$ cat src/rtl/fx2_stream_in_if.sv
// Source-side stream handshake for fx2_stream_in: one word per s_valid & s_ready
// cycle, with s_last marking the final word of a transfer.
interface fx2_stream_in_if #(
    parameter int DATA_W = 8
) ();
    logic [DATA_W-1:0] s_data;
    logic              s_valid;
    logic              s_last;
    logic              s_ready;

    // Producer of words (drives data/valid/last, observes ready).
    modport master (
        output s_data,
        output s_valid,
        output s_last,
        input  s_ready
    );

    // Consumer of words (the FX2 writer).
    modport slave (
        input  s_data,
        input  s_valid,
        input  s_last,
        output s_ready
    );
endinterface

$ cat src/rtl/fx2_stream_in.sv
// fx2_stream_in: moves a source word stream into a Cypress FX2 slave FIFO
// (synchronous mode, IFCLK driven from clk). Each accepted word takes three
// cycles: accept, set up the bus, strobe SLWR. Full packets are committed by the
// FX2 itself; short packets (s_last or an idle timeout) are committed with a
// one-cycle PKTEND strobe. pkt_done pulses on every commit.
module fx2_stream_in #(
    parameter int         DATA_W       = 8,
    parameter int         PKT_LEN      = 512,
    parameter logic [1:0] EP_ADDR      = 2'b10,
    parameter int         IDLE_TIMEOUT = 1024
) (
    input  logic              clk,
    input  logic              reset,
    output logic              clk_out,
    fx2_stream_in_if.slave    src,
    input  logic              full_n,
    output logic [DATA_W-1:0] fdata,
    output logic [1:0]        faddr,
    output logic              sloe,
    output logic              slrd,
    output logic              slwr,
    output logic              pkt_end,
    output logic              pkt_done,
    output logic [10:0]       word_cnt
);

    // Idle counter is wide enough to reach IDLE_TIMEOUT and then holds there.
    localparam int              IDLE_W    = (IDLE_TIMEOUT > 1) ? $clog2(IDLE_TIMEOUT + 1) : 1;
    localparam logic [IDLE_W-1:0] IDLE_LIM  = IDLE_W'(IDLE_TIMEOUT);
    localparam logic [IDLE_W-1:0] IDLE_ONE  = IDLE_W'(1);
    localparam logic              IDLE_ON   = (IDLE_TIMEOUT != 0);
    localparam logic [10:0]       PKT_LEN_W = 11'(PKT_LEN);

    typedef enum logic [2:0] {
        IDLE      = 3'd0,
        WAIT_ROOM = 3'd1,
        SETUP     = 3'd2,
        WRITE     = 3'd3,
        PKTEND    = 3'd4
    } state_t;

    state_t            state;
    logic              last_word;
    logic [IDLE_W-1:0] idle_cnt;
    logic              accept;
    logic              timeout;
    logic              idle_grow;
    logic [10:0]       word_cnt_inc;

    // The FX2 side of the bus is write-only towards a fixed endpoint.
    assign clk_out      = clk;
    assign faddr        = EP_ADDR;
    assign sloe         = 1'b1;
    assign slrd         = 1'b1;
    assign src.s_ready  = accept;
    assign word_cnt_inc = word_cnt + 11'd1;

    // Acceptance, idle-count and timeout decisions for the current WAIT_ROOM cycle.
    always_comb begin
        accept    = 1'b0;
        timeout   = 1'b0;
        idle_grow = 1'b0;
        if (!reset && (state == WAIT_ROOM)) begin
            accept    = src.s_valid && full_n;
            // An arriving word always beats a pending timeout.
            timeout   = IDLE_ON && (idle_cnt == IDLE_LIM) && (word_cnt != 11'd0)
                        && !(src.s_valid && full_n);
            // Only a started packet ages; a full FIFO freezes the count.
            idle_grow = IDLE_ON && (word_cnt != 11'd0) && !src.s_valid && full_n
                        && (idle_cnt != IDLE_LIM);
        end else begin
            accept    = 1'b0;
            timeout   = 1'b0;
            idle_grow = 1'b0;
        end
    end

    // Write FSM; strobes are registered from the state being entered so that
    // slwr/pkt_end are low exactly while the FSM sits in WRITE/PKTEND.
    always_ff @(posedge clk) begin
        if (reset) begin
            state     <= IDLE;
            slwr      <= 1'b1;
            pkt_end   <= 1'b1;
            pkt_done  <= 1'b0;
            fdata     <= '0;
            word_cnt  <= 11'd0;
            idle_cnt  <= '0;
            last_word <= 1'b0;
        end else begin
            slwr     <= 1'b1;
            pkt_end  <= 1'b1;
            pkt_done <= 1'b0;
            case (state)
                IDLE: begin
                    state <= WAIT_ROOM;
                end
                WAIT_ROOM: begin
                    if (accept) begin
                        fdata     <= src.s_data;
                        last_word <= src.s_last;
                        idle_cnt  <= '0;
                        state     <= SETUP;
                    end else if (timeout) begin
                        idle_cnt <= '0;
                        pkt_end  <= 1'b0;
                        pkt_done <= 1'b1;
                        state    <= PKTEND;
                    end else begin
                        if (idle_grow) begin
                            idle_cnt <= idle_cnt + IDLE_ONE;
                        end else begin
                            idle_cnt <= idle_cnt;
                        end
                        state <= WAIT_ROOM;
                    end
                end
                SETUP: begin
                    // fdata has been stable for a cycle; strobe it next.
                    slwr  <= 1'b0;
                    state <= WRITE;
                end
                WRITE: begin
                    if (word_cnt_inc == PKT_LEN_W) begin
                        // Full packet: the FX2 auto-commits, even if s_last was set.
                        word_cnt <= 11'd0;
                        idle_cnt <= '0;
                        pkt_done <= 1'b1;
                        state    <= WAIT_ROOM;
                    end else if (last_word) begin
                        word_cnt <= word_cnt_inc;
                        pkt_end  <= 1'b0;
                        pkt_done <= 1'b1;
                        state    <= PKTEND;
                    end else begin
                        word_cnt <= word_cnt_inc;
                        state    <= WAIT_ROOM;
                    end
                end
                PKTEND: begin
                    word_cnt <= 11'd0;
                    idle_cnt <= '0;
                    state    <= WAIT_ROOM;
                end
                default: begin
                    state <= IDLE;
                end
            endcase
        end
    end

endmodule

$ cat src/flat_wrapper.sv
// flat-port wrapper written by rule: the top's interface ports become plain ports
module fx2_stream_in_flat 
#(
    parameter int         DATA_W       = 8,
    parameter int         PKT_LEN      = 512,
    parameter logic [1:0] EP_ADDR      = 2'b10,
    parameter int         IDLE_TIMEOUT = 1024
)
  (clk, reset, clk_out, full_n, fdata, faddr, sloe, slrd, slwr, pkt_end, pkt_done, word_cnt, src_s_data, src_s_valid, src_s_last, src_s_ready);
  fx2_stream_in_if #(.DATA_W(DATA_W)) src_i ();
  input  logic clk;
  input  logic reset;
  output logic clk_out;
  input  logic full_n;
  output logic [DATA_W-1:0] fdata;
  output logic [1:0] faddr;
  output logic sloe;
  output logic slrd;
  output logic slwr;
  output logic pkt_end;
  output logic pkt_done;
  output logic [10:0] word_cnt;
  input wire logic [$bits(src_i.s_data)-1:0] src_s_data;
  input wire logic [$bits(src_i.s_valid)-1:0] src_s_valid;
  input wire logic [$bits(src_i.s_last)-1:0] src_s_last;
  output wire logic [$bits(src_i.s_ready)-1:0] src_s_ready;
  assign src_i.s_data = src_s_data;
  assign src_i.s_valid = src_s_valid;
  assign src_i.s_last = src_s_last;
  assign src_s_ready = src_i.s_ready;
  fx2_stream_in #(.DATA_W(DATA_W), .PKT_LEN(PKT_LEN), .EP_ADDR(EP_ADDR), .IDLE_TIMEOUT(IDLE_TIMEOUT)) u_core (.clk(clk), .reset(reset), .clk_out(clk_out), .src(src_i), .full_n(full_n), .fdata(fdata), .faddr(faddr), .sloe(sloe), .slrd(slrd), .slwr(slwr), .pkt_end(pkt_end), .pkt_done(pkt_done), .word_cnt(word_cnt));
endmodule
$ cat config.mk
export PLATFORM = sky130hd
export DESIGN_NAME = fx2_stream_in_flat
export DESIGN_NICKNAME = d
export VERILOG_FILES = /design/src/rtl/fx2_stream_in_if.sv /design/src/rtl/fx2_stream_in.sv /design/src/flat_wrapper.sv
export SDC_FILE = /design/constraint.sdc
export NUM_CORES = 1
export LEC_CHECK = 0
export ABC_AREA = 1
export ABC_CLOCK_PERIOD_IN_PS = 1900
export BUFFER_PORTS_ARGS = -buffer_cell sky130_fd_sc_hd__buf_2
export CAP_MARGIN = 20
export CORE_MARGIN = 4
export CORE_UTILIZATION = 52
export CTS_BUF_LIST = sky130_fd_sc_hd__clkbuf_4
export DETAILED_ROUTE_END_ITERATION = 16
export PLACE_DENSITY = 0.78
export REMOVE_ABC_BUFFERS = 1
export SKIP_LAST_GASP = 1
export SLEW_MARGIN = 20
export SYNTH_ARGS = -nofsm -noshare
export SYNTH_HDL_FRONTEND = slang
export SYNTH_SLANG_ARGS = --single-unit
$ cat constraint.sdc
create_clock -name clk -period 1.9 [get_ports clk]
set_clock_uncertainty 0.05 [all_clocks]
set_input_delay 0.19 -clock clk [delete_from_list [all_inputs] [get_ports clk]]
set_output_delay 0.19 -clock clk [all_outputs]
set_load 0.05 [all_outputs]
==> impl_metrics.tcl <==
set metrics [dict create \
    required_ns 2.23 \
    grt_start_max_net_pins 20 \
    synth-seq-area-share 0.319 \
    syn-instance-count 367 \
    overflow 0 \
    ys_warn_count 0 \
    hold_viol_final 1 \
    max_slew_margin 0.662 \
    min_period_ns 1.90 \
    gp_congestion 0.931 \
    row_count 24 \
    failed_checks "negative hold slack" \
    cp-start-kind "register" \
    report.power.total_uw 2220 \
    drcViolationCount 0 \
    yosysMostFrequentCell "nand2_1" \
    fin_cells 489 \
    min_from "src_s_last" \
    path_cells "inv_1 > ha_1 > nand3_1 > inv_1 > nand2_1 > nand3_1 > nand2_1 > nor2_4 > buf_4 > nor2_8 > nand2_4 > nor2_1 > nor2_1" \
    dp_hpwl_mm 3.97 \
    fin_crit_sh 0.998 \
    drt_iter0_markers 172 \
    grt_pass1_wl_mm 9.29 \
    final_max_slew_viol_count 0 \
    dr_total_vias 2595 \
    clk_pin_slew_ns 0.13 \
    crit_family "simple AND/OR/NAND/NOR gates" \
    final_layout_size_suffix_gt1_frac 0.286 \
    p_leak_uw 0.00145 \
    start_util 0.537 \
    synth_edf_count 0 \
    yosys.area.top_type "dfxtp_1" \
    postRouteAntennaNets 0 \
    clock_latency_ns 0.48 \
    fin_hold_ws_ns -0.00827 \
    fmax_ghz 0.528 \
    cts_tree "done" \
    wl_mm 6.38 \
    grtUsageTotal 0.216 \
    placed_cells 454 \
    antenna_cells 0 \
    cap_violations 0 \
    fin_nets 453 \
    p_per_area_mw_per_mm2 723 \
    rr_startpoint "u_core.idle_cnt[1]" \
    synth_top_area_frac 0.319 \
    grt_setup_unrepaired "true" \
    cp_num_buf_inv 3 \
    hold_path_class "in2reg" \
    antenna_found_initial 0 \
    io_buffers 36 \
    num-fill-cells 367 \
    endpoint_kind "register" \
    area_delta_synth_final_pct 32.6 \
    worstMarginPinSlew_ns 0.507 \
    synth_area_leaders "dfxtp_1 32%, nand2_1 15%, nor2_1 11%, nand3_1 7.8%, inv_1 5.5%" \
    async_reset_ff_frac 0 \
    crit_arrival_ns 2.22 \
    ys_dominant_reg_cell "dfxtp_1" \
    ys_seq_elements 37 \
    routedWlPerCell_um 13.0 \
    die_x_um 74.8 \
    startpoint "u_core.idle_cnt[1]" \
    worst-path-max-fanout 5 \
    syn_avg_cell_area_um2 6.32 \
    synth_common_cells "90 x nand2_1, 66 x nor2_1, 37 x dfxtp_1" \
    die-height_um 74.8 \
    setup_viol 0 \
    path_class "reg2reg" \
    mappedNetlistArea_mm2 0.00232 \
    design.core.area_mm2 0.00432 \
    max_stage_delay_ns 0.41 \
    status "complete, but fails checks" \
    cp_slowest_cell "dfxtp_1" \
    yosys.cell_types.count 32 \
    die_area_mm2 0.00560 \
    grt_pass1_vias 2056 \
    pin_count 41 \
    via_per_inst 5.31 \
    firstDrtPassIters 7 \
    vdd.ir_drop.worst_v 0.000815 \
]
## where the power goes
group / internal (µW) / switching, µW / leakage (µW)
sequential: 809 / 42.7 / 0.000306
combinational: 173 / 291 / 0.00107
clock: 499 / 410 / 0.0000735
## worst register-to-register path: stages, from the launching register on
cell	delay, ns
dfxtp_1	0.41
inv_1	0.06
ha_1	0.19
nand3_1	0.13
inv_1	0.07
nand2_1	0.07
nand3_1	0.06
nand2_1	0.10
nor2_4	0.05
buf_4	0.14
nor2_8	0.16
nand2_4	0.09
nor2_1	0.13
nor2_1	0.08
## sequential cells by signal (all words and copies together) (netlist names)
signal            count
u_core.fdata          8
u_core.idle_cnt      11
u_core.last_word      1
u_core.pkt_done       1
u_core.pkt_end        1
u_core.slwr           1
u_core.state          3
u_core.word_cnt      11
## what timing repair did
| action | 4_1_cts | 5_1_grt |
|---|---|---|
| setup buffers | 0 | 13 |
| cloned | 0 | 3 |
| setup endpoints to repair | 12 | 13 |
| hold buffers | 8 | 0 |
| pin swaps | 0 | 8 |
| resized for setup | 15 | 27 |
| hold endpoints to repair | 8 | 0 |
## layout make-up
type	instances	area, µm²	share of cell area
Clock buffer	9	65.1	0.0211
Clock inverter	3	68.8	0.0224
Inverter	41	156	0.0508
Multi-Input combinational cell	278	1460	0.473
Sequential cell	37	763	0.248
Tap cell	52	65.1	0.0211
Timing Repair Buffer	69	502	0.163
## metal layers
layer	track usage	up-vias	share of wire
li1	-	1294	-
met1	0.275	1175	0.42
met2	0.362	106	0.49
met3	0.0441	20	0.066
met4	0.0810	0	0.020
met5	0	-	0
## worst paths after layout
path	cells past startpoint	slack (ns)	endpoint
setup / recovery	13	0.005	u_core.idle_cnt[8]
hold / removal	3	-0.008	u_core.last_word
setup reg to reg	13	0.005	u_core.idle_cnt[8]
hold reg to reg	2	0.44	u_core.last_word
## placed cells by master, fill, tap and decap left out, types with 2 or more instances in the layout
| cell | Yosys | final |
|---|---|---|
| bufinv_16 | 0 | 2 |
| nor2_4 | 1 | 8 |
| nor2_1 | 66 | 63 |
| a21oi_2 | 2 | 6 |
| nand3_1 | 36 | 34 |
| xor2_1 | 2 | 2 |
| nand4_1 | 8 | 8 |
| buf_2 | 3 | 35 |
| conb_1 | 2 | 4 |
| a21oi_1 | 21 | 17 |
| ha_1 | 4 | 3 |
| o21ai_0 | 15 | 15 |
| dlygate4sd3_1 | 0 | 8 |
| nand2_4 | 1 | 4 |
| clkbuf_4 | 0 | 8 |
| inv_2 | 6 | 7 |
| dfxtp_2 | 0 | 6 |
| nor3_1 | 4 | 4 |
| inv_1 | 34 | 32 |
| nand2_2 | 4 | 2 |
| nor2_2 | 5 | 4 |
| dfxtp_4 | 0 | 4 |
| dfxtp_1 | 37 | 27 |
| nor2_8 | 2 | 2 |
| nand2_1 | 90 | 89 |
| buf_12 | 0 | 3 |
| nand3_2 | 4 | 5 |
| buf_4 | 6 | 22 |
## cell families after synthesis
logic type | synth area share
simple gates | 0.440
buf+inv | 0.110
compound gates | 0.0943
flops | 0.319
fa+ha+maj | 0.0216
xor+xnor | 0.0113
other cells | 0.00324
## per-stage QoR
step | worst slack, ns | area (µm²) | setup TNS (ns) | utilization
final | 0.00452 | 3080 | 0 | 0.712
after global routing | -0.158 | 3080 | -1.11 | 0.712
after CTS | -0.0000340 | 2820 | -0.0000340 | 0.653
after detailed placement | -0.109 | 2570 | -0.439 | 0.594
after global placement | -0.0448 | 2570 | -0.167 | 0.594
after floorplan | -0.314 | 2230 | -4.21 | -
Note: power is estimated with default switching activity, not from simulation.
